**config.mk**
```make
export PLATFORM = sky130hd
export DESIGN_NAME = serial_alu_slice
export DESIGN_NICKNAME = d
export VERILOG_FILES = /design/src/rtl/serial_alu_slice.sv
export SDC_FILE = /design/constraint.sdc
export NUM_CORES = 1
export LEC_CHECK = 0
export CELL_PAD_IN_SITES_DETAIL_PLACEMENT = 2
export CELL_PAD_IN_SITES_GLOBAL_PLACEMENT = 2
export CORE_AREA = 4 4 64 95
export DETAILED_ROUTE_END_ITERATION = 8
export DIE_AREA = 0 0 68 99
export DONT_BUFFER_PORTS = 1
export PLACE_DENSITY_LB_ADDON = 0.1
export SLEW_MARGIN = 20
export SYNTH_ARGS = -nofsm -noshare
export SYNTH_HDL_FRONTEND = slang
export SYNTH_SLANG_ARGS = --single-unit
```
**constraint.sdc**
```tcl
create_clock -name clk -period 3.3 [get_ports clk]
set_input_delay 0.66 -clock clk [delete_from_list [all_inputs] [get_ports clk]]
set_output_delay 0.66 -clock clk [all_outputs]
set_load 0.05 [all_outputs]
```
**src/rtl/serial_alu_slice.sv**
```systemverilog
// serial_alu_slice
//   Bit-serial ALU. One bit per clock, LSB first, through an operand extender
//   and a full-adder slice. A carry flip-flop links the bits. Operands and the
//   op select are captured when a start is accepted. The result and flags are
//   held until the next accepted start.
//
//   Ports
//     clk, rst_n        clock (rising edge), asynchronous active-low reset
//     start             request; sampled only in IDLE or DONE
//     M, S1, S0         mode (0 arith / 1 logic) and operation select
//     a_i, b_i          operands, captured on an accepted start
//     busy              high while bits are being processed
//     done              one-cycle pulse; x_o and the flags are valid
//     x_o               result
//     cout, ovf, zero   carry out of MSB, signed overflow, x_o == 0
module serial_alu_slice #(
    parameter  int WIDTH = 8,
    localparam int CNT_W = $clog2(WIDTH)
) (
    input  logic             clk,
    input  logic             rst_n,
    input  logic             start,
    input  logic             M,
    input  logic             S1,
    input  logic             S0,
    input  logic [WIDTH-1:0] a_i,
    input  logic [WIDTH-1:0] b_i,
    output logic             busy,
    output logic             done,
    output logic [WIDTH-1:0] x_o,
    output logic             cout,
    output logic             ovf,
    output logic             zero
);

    typedef enum logic [1:0] {ST_IDLE, ST_RUN, ST_DONE} state_t;

    state_t           r_state;
    logic [WIDTH-1:0] r_a;
    logic [WIDTH-1:0] r_b;
    logic [WIDTH-1:0] r_sr;
    logic             r_m;
    logic [1:0]       r_op;
    logic             r_carry;
    logic [CNT_W-1:0] r_cnt;

    logic             w_abit;
    logic             w_bbit;
    logic             w_y;
    logic             w_sum;
    logic             w_cout;
    logic             w_lbit;
    logic             w_bit;
    logic             w_cnext;
    logic             w_c0;
    logic             w_last;
    logic [WIDTH-1:0] w_res;

    assign w_abit = r_a[r_cnt];
    assign w_bbit = r_b[r_cnt];

    // Extender: the Y input of the adder for each arithmetic op.
    always_comb begin
        w_y = 1'b0;
        case (r_op)
            2'b00:   w_y = w_bbit;     // ADD
            2'b01:   w_y = ~w_bbit;    // SUB (two's complement, c0=1)
            2'b10:   w_y = 1'b0;       // INC (c0=1)
            default: w_y = 1'b1;       // DEC (add all-ones)
        endcase
    end

    // Logic-mode bit function.
    always_comb begin
        w_lbit = 1'b0;
        case (r_op)
            2'b00:   w_lbit = w_abit & w_bbit;
            2'b01:   w_lbit = w_abit | w_bbit;
            2'b10:   w_lbit = w_abit ^ w_bbit;
            default: w_lbit = ~w_abit;
        endcase
    end

    assign w_sum   = w_abit ^ w_y ^ r_carry;
    assign w_cout  = (w_abit & w_y) | (w_abit & r_carry) | (w_y & r_carry);
    assign w_bit   = r_m ? w_lbit : w_sum;
    assign w_cnext = r_m ? 1'b0 : w_cout;
    // Initial carry is 1 only for SUB (01) and INC (10) in arithmetic mode.
    assign w_c0    = ~M & (S1 ^ S0);
    assign w_last  = (r_cnt == CNT_W'(WIDTH - 1));
    // New bits enter at the MSB, so after WIDTH shifts bit 0 sits at the LSB.
    assign w_res   = {w_bit, r_sr[WIDTH-1:1]};

    always_ff @(posedge clk or negedge rst_n) begin
        if (!rst_n) begin
            r_state <= ST_IDLE;
            r_a     <= '0;
            r_b     <= '0;
            r_sr    <= '0;
            r_m     <= 1'b0;
            r_op    <= 2'b00;
            r_carry <= 1'b0;
            r_cnt   <= '0;
            busy    <= 1'b0;
            done    <= 1'b0;
            x_o     <= '0;
            cout    <= 1'b0;
            ovf     <= 1'b0;
            zero    <= 1'b0;
        end else begin
            case (r_state)
                ST_IDLE, ST_DONE: begin
                    done <= 1'b0;
                    if (start) begin
                        r_a     <= a_i;
                        r_b     <= b_i;
                        r_m     <= M;
                        r_op    <= {S1, S0};
                        r_carry <= w_c0;
                        r_cnt   <= '0;
                        busy    <= 1'b1;
                        r_state <= ST_RUN;
                    end else begin
                        r_state <= ST_IDLE;
                    end
                end
                ST_RUN: begin
                    r_sr    <= w_res;
                    r_carry <= w_cnext;
                    r_cnt   <= r_cnt + 1'b1;
                    if (w_last) begin
                        r_cnt   <= '0;
                        r_state <= ST_DONE;
                        busy    <= 1'b0;
                        done    <= 1'b1;
                        x_o     <= w_res;
                        cout    <= w_cnext;
                        // r_carry here is the carry into the MSB.
                        ovf     <= r_m ? 1'b0 : (r_carry ^ w_cout);
                        zero    <= (w_res == '0);
                    end
                end
                default: r_state <= ST_IDLE;
            endcase
        end
    end

endmodule

```
* Word level (Yosys, flattened, before mapping) *
Index checks and enable logic that the tools add are counted.

cells by class
  add/sub/neg operators = 1
  magnitude comparators = 1
  equal/unequal tests = 7
  multiplexer cells = 22
  bitwise gates (word level) = 16
  reduce and logical (&&, ||, !) cells = 10

operator list
  operator                                                               count
  1-bit 2-to-1 mux                                                       10
  8-bit logical NOT                                                      1
  2-bit AND reduction                                                    4
  1-bit binary-select mux with 3-bit select                              2
  3-bit 2-to-1 mux                                                       2
  1-bit case mux with 2 select lines                                     3
  1-bit case mux with 3 select lines                                     2
  3-bit case mux with 2 select lines                                     1
  1-bit AND                                                              5
  1-bit bitwise XOR                                                      5
  2-bit by 1-bit equality test with 1-bit output, second input constant  2
  2-bit equality test, second input constant                             2
  2-bit logical NOT                                                      2
  3-bit by 4-bit < comparator with 1-bit output, second input constant   1
  2-bit inequality test, second input constant                           2
  2-bit case mux with 2 select lines                                     1
  3-bit by 1-bit adder with 3-bit output, second input constant          1
  3-bit equality test, second input constant                             1
  1-bit inverter                                                         3
  1-bit bitwise OR                                                       3
  3-bit AND reduction                                                    1
  2-bit 2-to-1 mux                                                       1
  2-bit nonzero test                                                     1
  2-bit OR reduction                                                     1

word-level totals
  register bits = 46
  output and inout port bits = 13
  logic and storage cells = 71

* Depth between registers and ports, before layout *
Gate-level depths: netlist of run 1.

  depth in word-level cells = 9
  gate-level depth with buffers = 8

* Worst setup path after synthesis of run 1 *
Ideal clock, no wire load.

  path kind = register to register
  start = reg r_cnt[1]
  end = reg zero
  setup time = 0.122 ns
  data arrival time = 2.206 ns
  data required time = 3.178 ns
  setup slack = 0.972 ns
  stages on the path, launching flop included = 8
  buffers on the path = 0
  cells stage by stage = dfrtp_1 > mux4_2 > mux2i_1 > nor2_1 > xor2_1 > fa_1 > nand2b_1 > a32o_1

on the way
  longest elaborated chain between the ends = 8
  elaborated cells on any way between the ends = 17
  classes of those cells = 1 x eq/ne; 7 x mux; 7 x bitwise; 2 x reduce/logical

ends and longest elaborated chain
  item                                       RTL line  text
  start, declared                            45        logic [CNT_W-1:0] r_cnt;
  start signal, assigned                     130       r_cnt <= r_cnt + 1'b1;
  1-bit binary-select mux with 3-bit select  60        assign w_bbit = r_b[r_cnt];
  1-bit 2-to-1 mux (not written as such)     60
  1-bit inverter                             67        2'b01: w_y = ~w_bbit;
  1-bit case mux with 3 select lines         65        case (r_op)
  1-bit bitwise XOR (2 in series)            84        assign w_sum = w_abit ^ w_y ^ r_carry;
  1-bit 2-to-1 mux                           86        assign w_bit = r_m ? w_lbit : w_sum;
  8-bit logical NOT                          140       zero <= (w_res == '0);
  end signal, assigned                       140
  end, declared                              33        output logic zero

Parallel ways exist; a longest one is shown, timed or not. The select of a mux whose other input is x is not followed.
A chain may end at the register's enable or synchronous reset.

* Worst setup path in the final report of run 1 *
Ends and elaborated chain as after synthesis.

==> results of run 1 <==
[logic make-up after synthesis]
kind of cell	Yosys count
flip-flops	45
multiplexers	14
buffers and inverters	10
adder cells (fa/ha/maj)	5
AO/OA/AOI/OAI	13
XOR/XNOR	3
AND/OR/NAND/NOR	99
[routing by layer]
layer | vias to the layer above | share of wire, % | track usage [%]
li1 | 620 | - | -
met1 | 670 | 38 | 16.3
met2 | 30 | 57 | 27.3
met3 | 6 | 4.1 | 3.19
met4 | 0 | 1.2 | 4.13
met5 | - | 0 | 0
[state kept, by name, summed over array words and instances, names as in the netlist, 2 cells and up]
signal / count
r_cnt: 3
r_b: 8
r_a: 8
x_o: 8
r_op: 2
r_sr: 7
r_state: 2
[per-stage QoR]
step | utilization [%] | cells
2_1_floorplan | - | 189
5_1_grt | 41.2 | 259
6_report | 41.2 | 259
3_3_place_gp | 39.2 | 251
3_5_place_dp | 39.2 | 251
4_1_cts | 41.2 | 259
[worst paths after layout]
kind	startpoint	to	slack [ns]
max	r_cnt[1]	zero	0.77
min in group clk	a_i[5]	r_a[5]	0.47
min reg2reg	r_b[7]	r_b[7]	0.48
min	rst_n	cout	0.05
max in group asynchronous	rst_n	r_cnt[0]	3.16
max reg2reg	r_cnt[1]	zero	0.77
[cell usage after synthesis (all sizes together) (2+ instances only)]
cell	count
a31oi	2
ha	4
xnor2	2
a22o	2
mux4	4
nand2	84
o21ai	3
nand2b	4
o31ai	2
clkbuf	6
inv	3
mux2i	2
nor3	2
mux2	8
nor2	4
dfrtp	45
[power by group through the flow]
| stage | clock network, W | registers, W | logic, W |
|---|---|---|---|
| after floorplan | 0 | 0.00121 | 0.000692 |
| after global placement | 0 | 0.00129 | 0.000785 |
| after detailed placement | 0 | 0.00131 | 0.000869 |
| after CTS | 0.000385 | 0.00129 | 0.000876 |
| after global routing | 0.000410 | 0.00132 | 0.000986 |
| final | 0.000375 | 0.00128 | 0.000847 |
[final cells by class]
| cell class | count | area, um^2 |
|---|---|---|
| timing repair buffer | 1 | 7.51 |
| fill | 556 | 3060 |
| clock inverter | 1 | 5.00 |
| sequential | 45 | 1130 |
| inverter | 3 | 11.3 |
| multi-input combinational | 134 | 812 |
| tap | 68 | 85.1 |
| clock buffer | 7 | 96.3 |
==> flow_summary_export.csv, run 1 <==
group,metric,value,unit
run_status,status,"completed",
pwr,p_total,0.00250,W
yosys,synthCells,189,
pwr,p_leak,1.08,nW
cts,cts-hold-fix-buffers,0,
setup_path,cpLargestDelayFamily,"multiplexers",
cts,post_cts.repair.setup_buffers,0,
global_routing,grt_first_pass_wirelength,7.52,mm
timing,fin_crit,2.53,ns
route,dr.pass1.iters,4,
yosys,syn_area_per_cell,10.5,um^2
setup_path,cp_cell_sequence,"mux4_2 -> mux2i_1 -> nor2_1 -> xor2_1 -> fa_1 -> nand2b_1 -> a32o_1",
setup_path,crit_buf_inv,0,
layout,drive_gt1_share,10.5,%
global_routing,grtUsageTotal,14.8,%
route,vias,1326,
die,io-pin-count,35,
setup_path,cpPeakStageDelay,0.55,ns
layout,nets,217,
route,via_per_inst,5.12,
setup_path,arrival,2.72,ns
yosys,yosysSeqAreaShare,57.0,%
cts,clk_latency,0.29,ns
timing,final_max_slew_viol_count,0,
yosys,ys_ff_latch,45,
timing,slew_headroom,45.3,%
timing,finClkSkew,0.00651,ns
timing,fin_ws,0.771,ns
yosys,synth_compound_area_share,4.87,%
flow_run,maxCapViolCount,0,
yosys,synth-xor-area-share,1.33,%
placement,gp_congestion,0.741,
route,avgRoutedWirePerCell,17.1,um
die,core-area,0.00520,mm^2
yosys,ys_top_cells_by_area,"dfrtp_1 57%, nand2_1 16%, mux2_2 4.0%",
pwr,powerDensity,1170,mW/mm^2
global_routing,first_global_vias,1577,
yosys,yosys.area_share.simple,20.2,%
yosys,muxShareOfSynthArea,11.1,%
yosys,synth_top_area_share,57.0,%
yosys,syn_nets,216,
die,rows,32,
setup_path,cp_max_fo,5,
yosys,synth.distinct_cells,32,
setup_path,setup.worst_path.start_class,"flop",
yosys,yosys_warnings,0,
die,die_x,68,um
layout,fin_area,0.00214,mm^2
hold_path,hp-class,"in2async",
timing,setup_viol_count_final,0,
cts,cts_buffer_depth,2,
yosys,syn-cell-area,0.00198,mm^2
die,die_h,99,um
layout,final_common_cell,"nand2_1",
layout,most-common-layout-cells,"84 x nand2_1, 45 x dfrtp_1, 7 x mux2_2, 7 x clkbuf_8",
pwr,p_comb_share,33.8,%
pwr,p_int,0.00139,W
yosys,synthAdderAreaFrac,3.54,%
timing,finalCritPeriodShare,76.6,%
layout,diodes,0,
global_routing,gr-total-overflow,0,
cts,cts.repair.resized,0,
pwr,max-vdd-ir-drop,0.358,mV
pwr,p_switching,0.00111,W
yosys,synth_top_family_by_area,"simple AND/OR/NAND/NOR gates",
setup_path,crit_required,3.49,ns
cts,cts_made_buffers,5,
global_routing,grt_max_degree,46,
route,drtIter0Drc,30,
die,initial_core_util,38.0,%
timing,setup_tns,0,ns
cts,path_clk_slew,0.08,ns
pwr,netSwitchingFraction,44.4,%
yosys,synthFlopType,"dfrtp_1",
timing,rsz0062_at_grt,"false",
setup_path,critPathKind,"reg2reg",
cts,cts_tree,"yes",
setup_path,crit_slowest_cell,"mux4_2",
cts,root_buffer,"clkbuf_8",
cts,cts_sinks,45,
pwr,pwr-share-seq,51.2,%
placement,portBuffers,0,
setup_path,rr_worst_depth,7,
yosys,synth_edf_count,0,
route,drc,0,
placement,place_area,0.00204,mm^2
placement,dp_hpwl,3.32,mm
timing,fmax,395,MHz
global_routing,antenna_found_initial,0,
timing,whs,0.0484,ns
route,ant_nets,0,
pwr,p_clk_share,15.0,%
timing,hold_violations,0,
route,totalWireLength,4.43,mm
timing,tightest_slew,0.820,ns
yosys,ys_async_sr_fraction,100,%
setup_path,crit_cells,7,
die,die_area,0.00673,mm^2
placement,pre_cts_slack,0.737,ns
layout,area_delta_synth_final,8.42,%
yosys,yosys.area.top_type,"dfrtp_1",
cts,cts_max_level,2,
setup_path,crit_path_end_kind,"flop",
No activity file was read; power rests on OpenSTA's default activity.
==> run 2, diff against run 1 <==
- clock period: 3.3 -> 2.4 ns (I/O delays scaled with it)
==> run 2 against run 1 <==
Clock-buffer cell count down 2. Critical path depth unchanged. Sequential share of layout area is 2.9 points lower. Largest cell class unchanged.
==> flow_summary_export.csv, run 2 (same netlist as run 1, synthesis figures left out) <==
group,metric,value,unit
flow_run,maxCapViolCount,0,
die,io-pin-count,35,
timing,fin_ws,0.0639,ns
setup_path,cp_max_fo,3,
placement,portBuffers,0,
layout,area_delta_synth_final,14.9,%
die,die_h,99,um
setup_path,reg2reg_to,"zero",
placement,gp_congestion,0.756,
cts,path_clk_slew,0.09,ns
pwr,p_leak,1.13,nW
setup_path,rr_worst_depth,7,
global_routing,grtUsageTotal,15.8,%
timing,setup_tns,0,ns
die,die_area,0.00673,mm^2
setup_path,arrival,2.52,ns
route,vias,1365,
cts,cts_buffer_depth,2,
setup_path,cpPeakStageDelay,0.55,ns
placement,pre_cts_slack,-0.00307,ns
timing,whs,0.0220,ns
layout,most-common-layout-cells,"84 x nand2_1, 44 x dfrtp_1, 8 x buf_4",
setup_path,crit_end,"zero",
timing,fin_crit,2.34,ns
layout,nets,225,
setup_path,reg2reg_slack,0.06,ns
pwr,powerDensity,1680,mW/mm^2
route,avgRoutedWirePerCell,17.9,um
timing,fmax,428,MHz
layout,nFillCells,558,
timing,rsz0062_at_grt,"true",
timing,finalCritPeriodShare,97.3,%
die,die_x,68,um
route,drc,0,
global_routing,gr-total-overflow,0,
run_status,status,"completed",
route,via_per_inst,5.11,
placement,dp_hpwl,3.55,mm
layout,reg.largest.list,"r_a: 8 flops, r_b: 8 flops, x_o: 8 flops",
global_routing,grt_max_degree,46,
route,drtIter0Drc,50,
setup_path,crit_path_end_kind,"flop",
setup_path,timing.rr.start,"r_cnt[1]",
timing,final_max_slew_viol_count,0,
route,ant_nets,0,
cts,cts_sinks,45,
global_routing,grt_first_pass_wirelength,7.88,mm
hold_path,hp-class,"in2async",
cts,cts_max_level,2,
cts,root_buffer,"clkbuf_8",
setup_path,cp_cell_sequence,"mux4_2 -> mux2i_4 -> nor2_2 -> xor2_2 -> fa_1 -> nand2b_1 -> a32o_1",
timing,setup_viol_count_final,0,
die,initial_core_util,38.0,%
die,rows,32,
pwr,max-vdd-ir-drop,0.554,mV
global_routing,antenna_found_initial,0,
layout,seq_area,0.00113,mm^2
layout,instances_no_fill,267,
layout,drive_gt1_share,17.1,%
layout,fin_util,43.7,%
timing,slew_headroom,67.3,%
route,dr.pass1.iters,4,
cts,cts_tree,"yes",
layout,multiInputGateArea,827,um^2
timing,hold_violations,0,
timing,finClkSkew,0.00676,ns
placement,dp.cells,257,
global_routing,first_global_vias,1632,
cts,cts_made_buffers,5,
setup_path,crit_required,2.59,ns
setup_path,setup.worst_path.start_class,"flop",
route,totalWireLength,4.77,mm
layout,diodes,0,
setup_path,critPathKind,"reg2reg",
setup_path,crit_start,"r_cnt[1]",
layout,final_common_cell,"nand2_1",
cts,clk_latency,0.30,ns
die,core-area,0.00520,mm^2
setup_path,crit_slowest_cell,"mux4_2",
timing,tightest_slew,0.491,ns
[run 2: critical path, delay by kind of cell, from the launching register on]
family | cells | cell delay, ns
adder cells (fa/ha/maj) | 1 | 0.49
XOR/XNOR | 1 | 0.16
multiplexers | 2 | 0.73
AO/OA/AOI/OAI | 1 | 0.26
flip-flops | 1 | 0.41
AND/OR/NAND/NOR | 2 | 0.17
[run 2: layout make-up]
cell class	instances	share of cell area, %
Clock buffer	5	3.03
Inverter	3	0.496
Tap cell	68	3.74
Multi-Input combinational cell	134	36.4
Timing Repair Buffer	9	3.85
Clock inverter	3	2.86
Sequential cell	45	49.6
[run 2: worst min-delay path by stage]
stage / to / startpoint / depth (start not counted) / slack [ns]
global route: r_state[1] / rst_n / 1 / 0.03
finish: r_state[1] / rst_n / 1 / 0.02
global placement: ovf / rst_n / 0 / 0.19
CTS: r_a[1] / rst_n / 1 / 0.03
floorplan: busy / rst_n / 0 / 0.18
detailed placement: cout / rst_n / 0 / 0.19
[run 2: per-stage QoR]
stage / area [um^2] / total power (W)
6_report: 2270 / 0.00381
5_1_grt: 2270 / 0.00411
4_1_cts: 2260 / 0.00388
3_5_place_dp: 2090 / 0.00309
3_3_place_gp: 2090 / 0.00291
2_1_floorplan: 1980 / 0.00262
[run 2: what timing repair did]
item	CTS	global route
hold buffers	1	0
resized for setup	5	2
hold endpoints to repair	45	0
setup buffers	1	0
setup endpoints to repair	3	3
[run 2: layer usage]
metal	global-route usage (%)	wire (um)	vias up
met5	0	0	-
met4	4.59	66	0
met3	3.88	234	7
met2	29.9	2730	31
met1	16.3	1740	692
li1	-	-	635
[run 2: report_power, final]
group	leakage [nW]	total, W	internal [W]	switching, W
Clock	0.0681	0.000674	0.000414	0.000260
Sequential	0.556	0.00175	0.00111	0.000640
Combinational	0.503	0.00139	0.000667	0.000723
Total	1.13	0.00381	0.00219	0.00162
